===== src/rtl/pipeline_ctrl_if.sv =====
// Pipeline control bundle: per-stage stall requests and exception info flowing into the
// sequencing controller, and the merged stall vector, flush, redirect PC, watchdog pulse and
// stall-cycle count flowing back out.
//   master : pipeline side (drives requests, consumes control)
//   slave  : controller side (consumes requests, drives control)
interface pipeline_ctrl_if;
  logic        stallreq_from_if;
  logic        stallreq_from_id;
  logic        stallreq_from_ex;
  logic        stallreq_from_mem;
  logic [31:0] excepttype_i;
  logic [31:0] cp0_epc_i;
  logic        cnt_clr;
  logic [5:0]  stall;
  logic        flush;
  logic [31:0] new_pc;
  logic        bus_timeout;
  logic [31:0] stall_cnt;

  modport master (
    output stallreq_from_if, stallreq_from_id, stallreq_from_ex, stallreq_from_mem,
    output excepttype_i, cp0_epc_i, cnt_clr,
    input  stall, flush, new_pc, bus_timeout, stall_cnt
  );

  modport slave (
    input  stallreq_from_if, stallreq_from_id, stallreq_from_ex, stallreq_from_mem,
    input  excepttype_i, cp0_epc_i, cnt_clr,
    output stall, flush, new_pc, bus_timeout, stall_cnt
  );
endinterface


===== src/rtl/pipeline_ctrl.sv =====
// Central pipeline sequencing controller for the 6-stage pipeline (pc, if, id, ex, mem, wb).
// Merges stage stall requests into the shared stall vector, sequences exception flushes with
// a one-cycle RECOVER window, converts a hung data access into a synthetic exception via a
// watchdog, and keeps a saturating stall-cycle counter.
// Ports:
//   clk  : clock, all state updates on rising edge
//   rst  : synchronous active-high reset; forces all combinational outputs to 0 while high
//   bus  : pipeline_ctrl_if.slave (requests/exception in; stall/flush/new_pc/bus_timeout/
//          stall_cnt out)
module pipeline_ctrl #(
  parameter logic [31:0] EXC_VECTOR = 32'h0000_0020,
  parameter logic [31:0] ERET_CODE  = 32'h0000_000e,
  parameter int unsigned TIMEOUT    = 255
) (
  input logic            clk,
  input logic            rst,
  pipeline_ctrl_if.slave bus
);

  localparam bit              WdEn   = (TIMEOUT != 0);
  localparam int unsigned     WdW    = (TIMEOUT == 0) ? 1 : $clog2(TIMEOUT + 1);
  localparam logic [WdW-1:0]  WdLast = (TIMEOUT == 0) ? '0 : WdW'(TIMEOUT - 1);

  typedef enum logic [0:0] {StRun, StRecover} state_e;

  state_e         state_q, state_d;
  logic [WdW-1:0] wait_q, wait_d;
  logic [31:0]    cnt_q, cnt_d;

  logic [5:0]  merged;
  logic        exc;
  logic        wd_fire;
  logic        flush;
  logic [5:0]  stall;
  logic [31:0] new_pc;

  always_comb begin
    merged = 6'b000000;
    if (state_q == StRecover) begin
      // Only the if request is real here; id/ex/mem hold flushed bubbles.
      if (bus.stallreq_from_if) merged = 6'b000011;
    end else if (bus.stallreq_from_mem) begin
      merged = 6'b011111;
    end else if (bus.stallreq_from_ex) begin
      merged = 6'b001111;
    end else if (bus.stallreq_from_id) begin
      merged = 6'b000111;
    end else if (bus.stallreq_from_if) begin
      merged = 6'b000011;
    end

    exc     = (state_q == StRun) && (bus.excepttype_i != '0);
    // Exception wins over a simultaneous watchdog expiry.
    wd_fire = WdEn && (state_q == StRun) && bus.stallreq_from_mem && (wait_q == WdLast) && !exc;
    flush   = exc | wd_fire;
    stall   = flush ? 6'b000000 : merged;

    new_pc = '0;
    if (exc) begin
      new_pc = (bus.excepttype_i == ERET_CODE) ? bus.cp0_epc_i : EXC_VECTOR;
    end else if (wd_fire) begin
      new_pc = EXC_VECTOR;
    end
  end

  always_comb begin
    state_d = flush ? StRecover : StRun;
    wait_d  = '0;
    if (WdEn && (state_q == StRun) && bus.stallreq_from_mem && !flush) begin
      wait_d = wait_q + 1'b1;
    end
    cnt_d = cnt_q;
    if (bus.cnt_clr) begin
      cnt_d = '0;
    end else if (stall[0] && !flush && (cnt_q != 32'hFFFF_FFFF)) begin
      cnt_d = cnt_q + 32'd1;
    end
  end

  always_ff @(posedge clk) begin
    if (rst) begin
      state_q <= StRun;
      wait_q  <= '0;
      cnt_q   <= '0;
    end else begin
      state_q <= state_d;
      wait_q  <= wait_d;
      cnt_q   <= cnt_d;
    end
  end

  assign bus.stall       = rst ? 6'b000000 : stall;
  assign bus.flush       = rst ? 1'b0 : flush;
  assign bus.new_pc      = rst ? 32'h0 : new_pc;
  assign bus.bus_timeout = rst ? 1'b0 : wd_fire;
  assign bus.stall_cnt   = cnt_q;

endmodule


===== src/flat_wrapper.sv =====
// flat-port wrapper written by rule: the top's interface ports become plain ports
module pipeline_ctrl_flat 
#(
  parameter logic [31:0] EXC_VECTOR = 32'h0000_0020,
  parameter logic [31:0] ERET_CODE  = 32'h0000_000e,
  parameter int unsigned TIMEOUT    = 255
)
  (clk, rst, bus_stallreq_from_if, bus_stallreq_from_id, bus_stallreq_from_ex, bus_stallreq_from_mem, bus_excepttype_i, bus_cp0_epc_i, bus_cnt_clr, bus_stall, bus_flush, bus_new_pc, bus_bus_timeout, bus_stall_cnt);
  pipeline_ctrl_if bus_i ();
  input logic clk;
  input logic rst;
  input wire logic [$bits(bus_i.stallreq_from_if)-1:0] bus_stallreq_from_if;
  input wire logic [$bits(bus_i.stallreq_from_id)-1:0] bus_stallreq_from_id;
  input wire logic [$bits(bus_i.stallreq_from_ex)-1:0] bus_stallreq_from_ex;
  input wire logic [$bits(bus_i.stallreq_from_mem)-1:0] bus_stallreq_from_mem;
  input wire logic [$bits(bus_i.excepttype_i)-1:0] bus_excepttype_i;
  input wire logic [$bits(bus_i.cp0_epc_i)-1:0] bus_cp0_epc_i;
  input wire logic [$bits(bus_i.cnt_clr)-1:0] bus_cnt_clr;
  output wire logic [$bits(bus_i.stall)-1:0] bus_stall;
  output wire logic [$bits(bus_i.flush)-1:0] bus_flush;
  output wire logic [$bits(bus_i.new_pc)-1:0] bus_new_pc;
  output wire logic [$bits(bus_i.bus_timeout)-1:0] bus_bus_timeout;
  output wire logic [$bits(bus_i.stall_cnt)-1:0] bus_stall_cnt;
  assign bus_i.stallreq_from_if = bus_stallreq_from_if;
  assign bus_i.stallreq_from_id = bus_stallreq_from_id;
  assign bus_i.stallreq_from_ex = bus_stallreq_from_ex;
  assign bus_i.stallreq_from_mem = bus_stallreq_from_mem;
  assign bus_i.excepttype_i = bus_excepttype_i;
  assign bus_i.cp0_epc_i = bus_cp0_epc_i;
  assign bus_i.cnt_clr = bus_cnt_clr;
  assign bus_stall = bus_i.stall;
  assign bus_flush = bus_i.flush;
  assign bus_new_pc = bus_i.new_pc;
  assign bus_bus_timeout = bus_i.bus_timeout;
  assign bus_stall_cnt = bus_i.stall_cnt;
  pipeline_ctrl #(.EXC_VECTOR(EXC_VECTOR), .ERET_CODE(ERET_CODE), .TIMEOUT(TIMEOUT)) u_core (.clk(clk), .rst(rst), .bus(bus_i));
endmodule

===== config.mk =====
export PLATFORM = sky130hd
export DESIGN_NAME = pipeline_ctrl_flat
export DESIGN_NICKNAME = d
export VERILOG_FILES = /design/src/rtl/pipeline_ctrl_if.sv /design/src/rtl/pipeline_ctrl.sv /design/src/flat_wrapper.sv
export SDC_FILE = /design/constraint.sdc
export NUM_CORES = 1
export LEC_CHECK = 0
export CORE_AREA = 2 2 82 84
export DETAILED_ROUTE_END_ITERATION = 7
export DIE_AREA = 0 0 84 86
export HOLD_SLACK_MARGIN = 0.03
export PLACE_DENSITY = 0.94
export SYNTH_ARGS = -nofsm -noshare
export SYNTH_HDL_FRONTEND = slang
export SYNTH_SLANG_ARGS = --single-unit

===== constraint.sdc =====
create_clock -name clk -period 3.9 [get_ports clk]
set_input_delay 0.585 -clock clk [delete_from_list [all_inputs] [get_ports clk]]
set_output_delay 0.585 -clock clk [all_outputs]
set_load 0.05 [all_outputs]

==> metrics <==
clock sinks 41; Mean Syn Cell Area 7.70 um^2; synth cell count leaders dfxtp_1 (41), and2_1 (32), a21oi_1 (27), nor2_1 (26), nand4_1 (25); Reg power frac 0.466; Final Util 0.707; DRC viols 0; RR Startpoint u_core.bus.stall_cnt[0]; Power Total about 0.90 mW; largest net degree at the start of global routing 32; Slew HR 0.413; largest family of logic cells by synthesized area simple AND/OR/NAND/NOR gates; vias in the first global route 3,173; Die ar. 0.00722 mm^2; Syn Std Cell Area 0.00257 mm^2; Synth Area in Adders 0.0146; share of cells above drive strength 1 0.128; Net Switching around 0.2 mW; most frequent cell after synthesis dfxtp_1; Tmin final 3300 ps; reg2reg end u_core.bus.stall_cnt[11]; site row count 29; Synth Instances 334; simple-gate share of the synthesized area 0.426; Post-Synth XOR/XNOR Area 0.0204; post-synth net total 408; Initial DRC Count 328; area grow syn2layout 72.7%; Crit Path Max Fanout 31; Leakage 1.49 nW; Setup Skew 10.1 ps; area of the multi-input gates around 0.0016 mm^2; hold-critical path endpoint u_core.wait_q[0]; Hold-fix buffers, CTS 0; number of vias per cell 5.86; f_max 0.303 GHz; post-cts gate resize count 0; setup slack, reg-to-reg 1260 ps; first-pass GRT wire length about 15,000 um; HPWL after DPL 7550 um; Die Ht 86 um; DRT Wirelength between 9000 and 10,000 um; hold path start u_core.wait_q[0]; clk slew on worst S/H paths 80 ps; endpoints failing hold 0; initial antenna violation count 0; Root Driver clkbuf_8; Switching Share 0.225; die width 84 um; FF+latch area 821 um^2; Nets between 500 and 600; critical-path cell list clkdlybuf4s50_1 > nor4_1 > nand4_1 > nor2_1 > nand4_1 > nor2_1 > buf_4 > and2_1 > buf_12; Critical Path End Type output port; max incr delay on CP 410 ps; Worst Max-Slew Pin Slew about 870 ps; core region area 0.00628 mm^2; initial core utilization 0.410; CTS tree built; 1st-pass router iterations 5; worst hold path class reg -> reg; CTS H-tree lvls 2; Port Buf Inserts 141; total grt overflow 0; number of CTS-inserted buffers 5; Post-synth EDFFs 0; Comb pwr share 0.134; RSZ-0062 raised after global routing no; mux cell area share after synthesis 0.00389; Worst path slowest cell clkdlybuf4s50_1; clk buf depth 2; Worst-Skew Late Latency 300 ps; Final GP Congestion 0.833; r2r worst-path depth 7; post-route setup TNS 0 ps; Int Power 0.701 mW; Max-cap violations 0; Required @ worst endpoint 3310 ps; PwrDens between 200 and 250 mW/mm^2; wire per inst 17.3 um; I/O pins 143; Filler cells around 470; YS warnings 0; worst hold slack 479 ps; Max Slew Vio Count 0; WS Path Type in -> out; dominant cells by area after synthesis dfxtp_1 (32%), and2_1 (7.8%), nand4_1 (6.1%), a21oi_1 (5.3%), or3_1 (4.9%); post-route ant nets 0; CP startpoint kind input pin; diodes inserted 0; area leader, netlist dfxtp_1; via count 3,190; DP Worst Slack 572 ps; compound-gate portion of the synthesized area 0.166; hold path depth 1; Clock power frac 0.400; ys async rst share 0; Tcrit/Tclk final 0.846; sequential-to-total area share from yosys stat 0.319; CP arrival 2710 ps; post-route worst setup slack 602 ps; Post-CTS Setup Bufs 0; # setup viols final 0; peak supply drop ~240 uV; status finished clean; total global-route track usage 0.262; Yosys top cell area share 0.319; post-synth cell types 46; Seq cells post-synth 41; ys flop type dfxtp_1
-- power by group through the flow --
| stage | clock network [mW] | logic (mW) | registers, mW |
|---|---|---|---|
| floorplan | 0 | 0.0375 | 0.431 |
| global placement | 0 | 0.117 | 0.431 |
| finish | 0.362 | 0.121 | 0.422 |
| global route | 0.387 | 0.129 | 0.422 |
| detailed placement | 0 | 0.120 | 0.431 |
| CTS | 0.367 | 0.121 | 0.422 |
-- kinds of logic (layout without fill, tap and decap cells) --
family,after synthesis,count (layout)
flops,41,41
fa+ha+maj,3,3
buf+inv,28,161
compound gates,69,69
xor+xnor,6,6
simple gates,185,185
other cells,1,1
mux,1,1
-- final cells by class --
cell class | instances | share of cell area
clock buffers | 6 | 0.0186
clock inverters | 2 | 0.00846
inverters | 8 | 0.00676
multi-input cells | 265 | 0.367
flip-flops and latches | 41 | 0.185
well taps | 77 | 0.0217
repair buffers | 145 | 0.393
-- worst max-delay path, delay by kind of cell --
family / cells / cell delay (ps)
and+or+nand+nor: 6 / 1290
buffers and inverters: 3 / 820
-- layout by cell type (no fill, tap or decap), types with 2 or more instances in the layout --
master / instances
a21o_1: 2
a21oi_1: 27
and2_1: 32
and3_1: 9
and4_1: 5
buf_12: 32
buf_4: 11
clkbuf_8: 6
clkdlybuf4s50_1: 102
dfxtp_1: 41
ha_1: 3
inv_1: 8
nand2_1: 9
nand3_1: 22
nand4_1: 25
nand4b_1: 2
nor2_1: 26
nor3_1: 8
nor4_1: 9
o21ai_0: 16
o311ai_0: 3
o31ai_1: 7
o41ai_1: 5
or2_2: 2
or3_1: 20
or4_1: 10
xnor2_1: 3
xor2_1: 3
-- stage by stage --
stage | cells | cell area [um^2]
2_1_floorplan | 334 | 2570
3_3_place_gp | 536 | 4320
3_5_place_dp | 536 | 4320
4_1_cts | 544 | 4440
5_1_grt | 544 | 4440
6_report | 544 | 4440
-- how the worst max path moves through the flow --
stage / from / end / slack (ps) / cells past startpoint
6_report: bus_excepttype_i[16] / bus_new_pc[8] / 600 / 9
5_1_grt: bus_excepttype_i[13] / bus_new_pc[8] / 380 / 9
4_1_cts: bus_excepttype_i[16] / bus_new_pc[8] / 570 / 9
3_5_place_dp: bus_excepttype_i[16] / bus_new_pc[8] / 570 / 9
3_3_place_gp: bus_excepttype_i[16] / bus_new_pc[8] / 650 / 9
2_1_floorplan: rst / bus_bus_timeout / 370 / 4
-- registers in the layout, indices dropped and copies added (netlist names) --
signal                count
u_core.state_q            1
u_core.bus.stall_cnt     32
u_core.wait_q             8
-- per-layer routing --
layer,GRT usage,vias to the layer above,wire [um]
met3,0.0674,23,818
met4,0.107,0,306
met2,0.507,202,5050
met1,0.266,1442,3240
met5,0,-,0
li1,-,1523,-
Note: power is estimated with default switching activity, not from simulation.
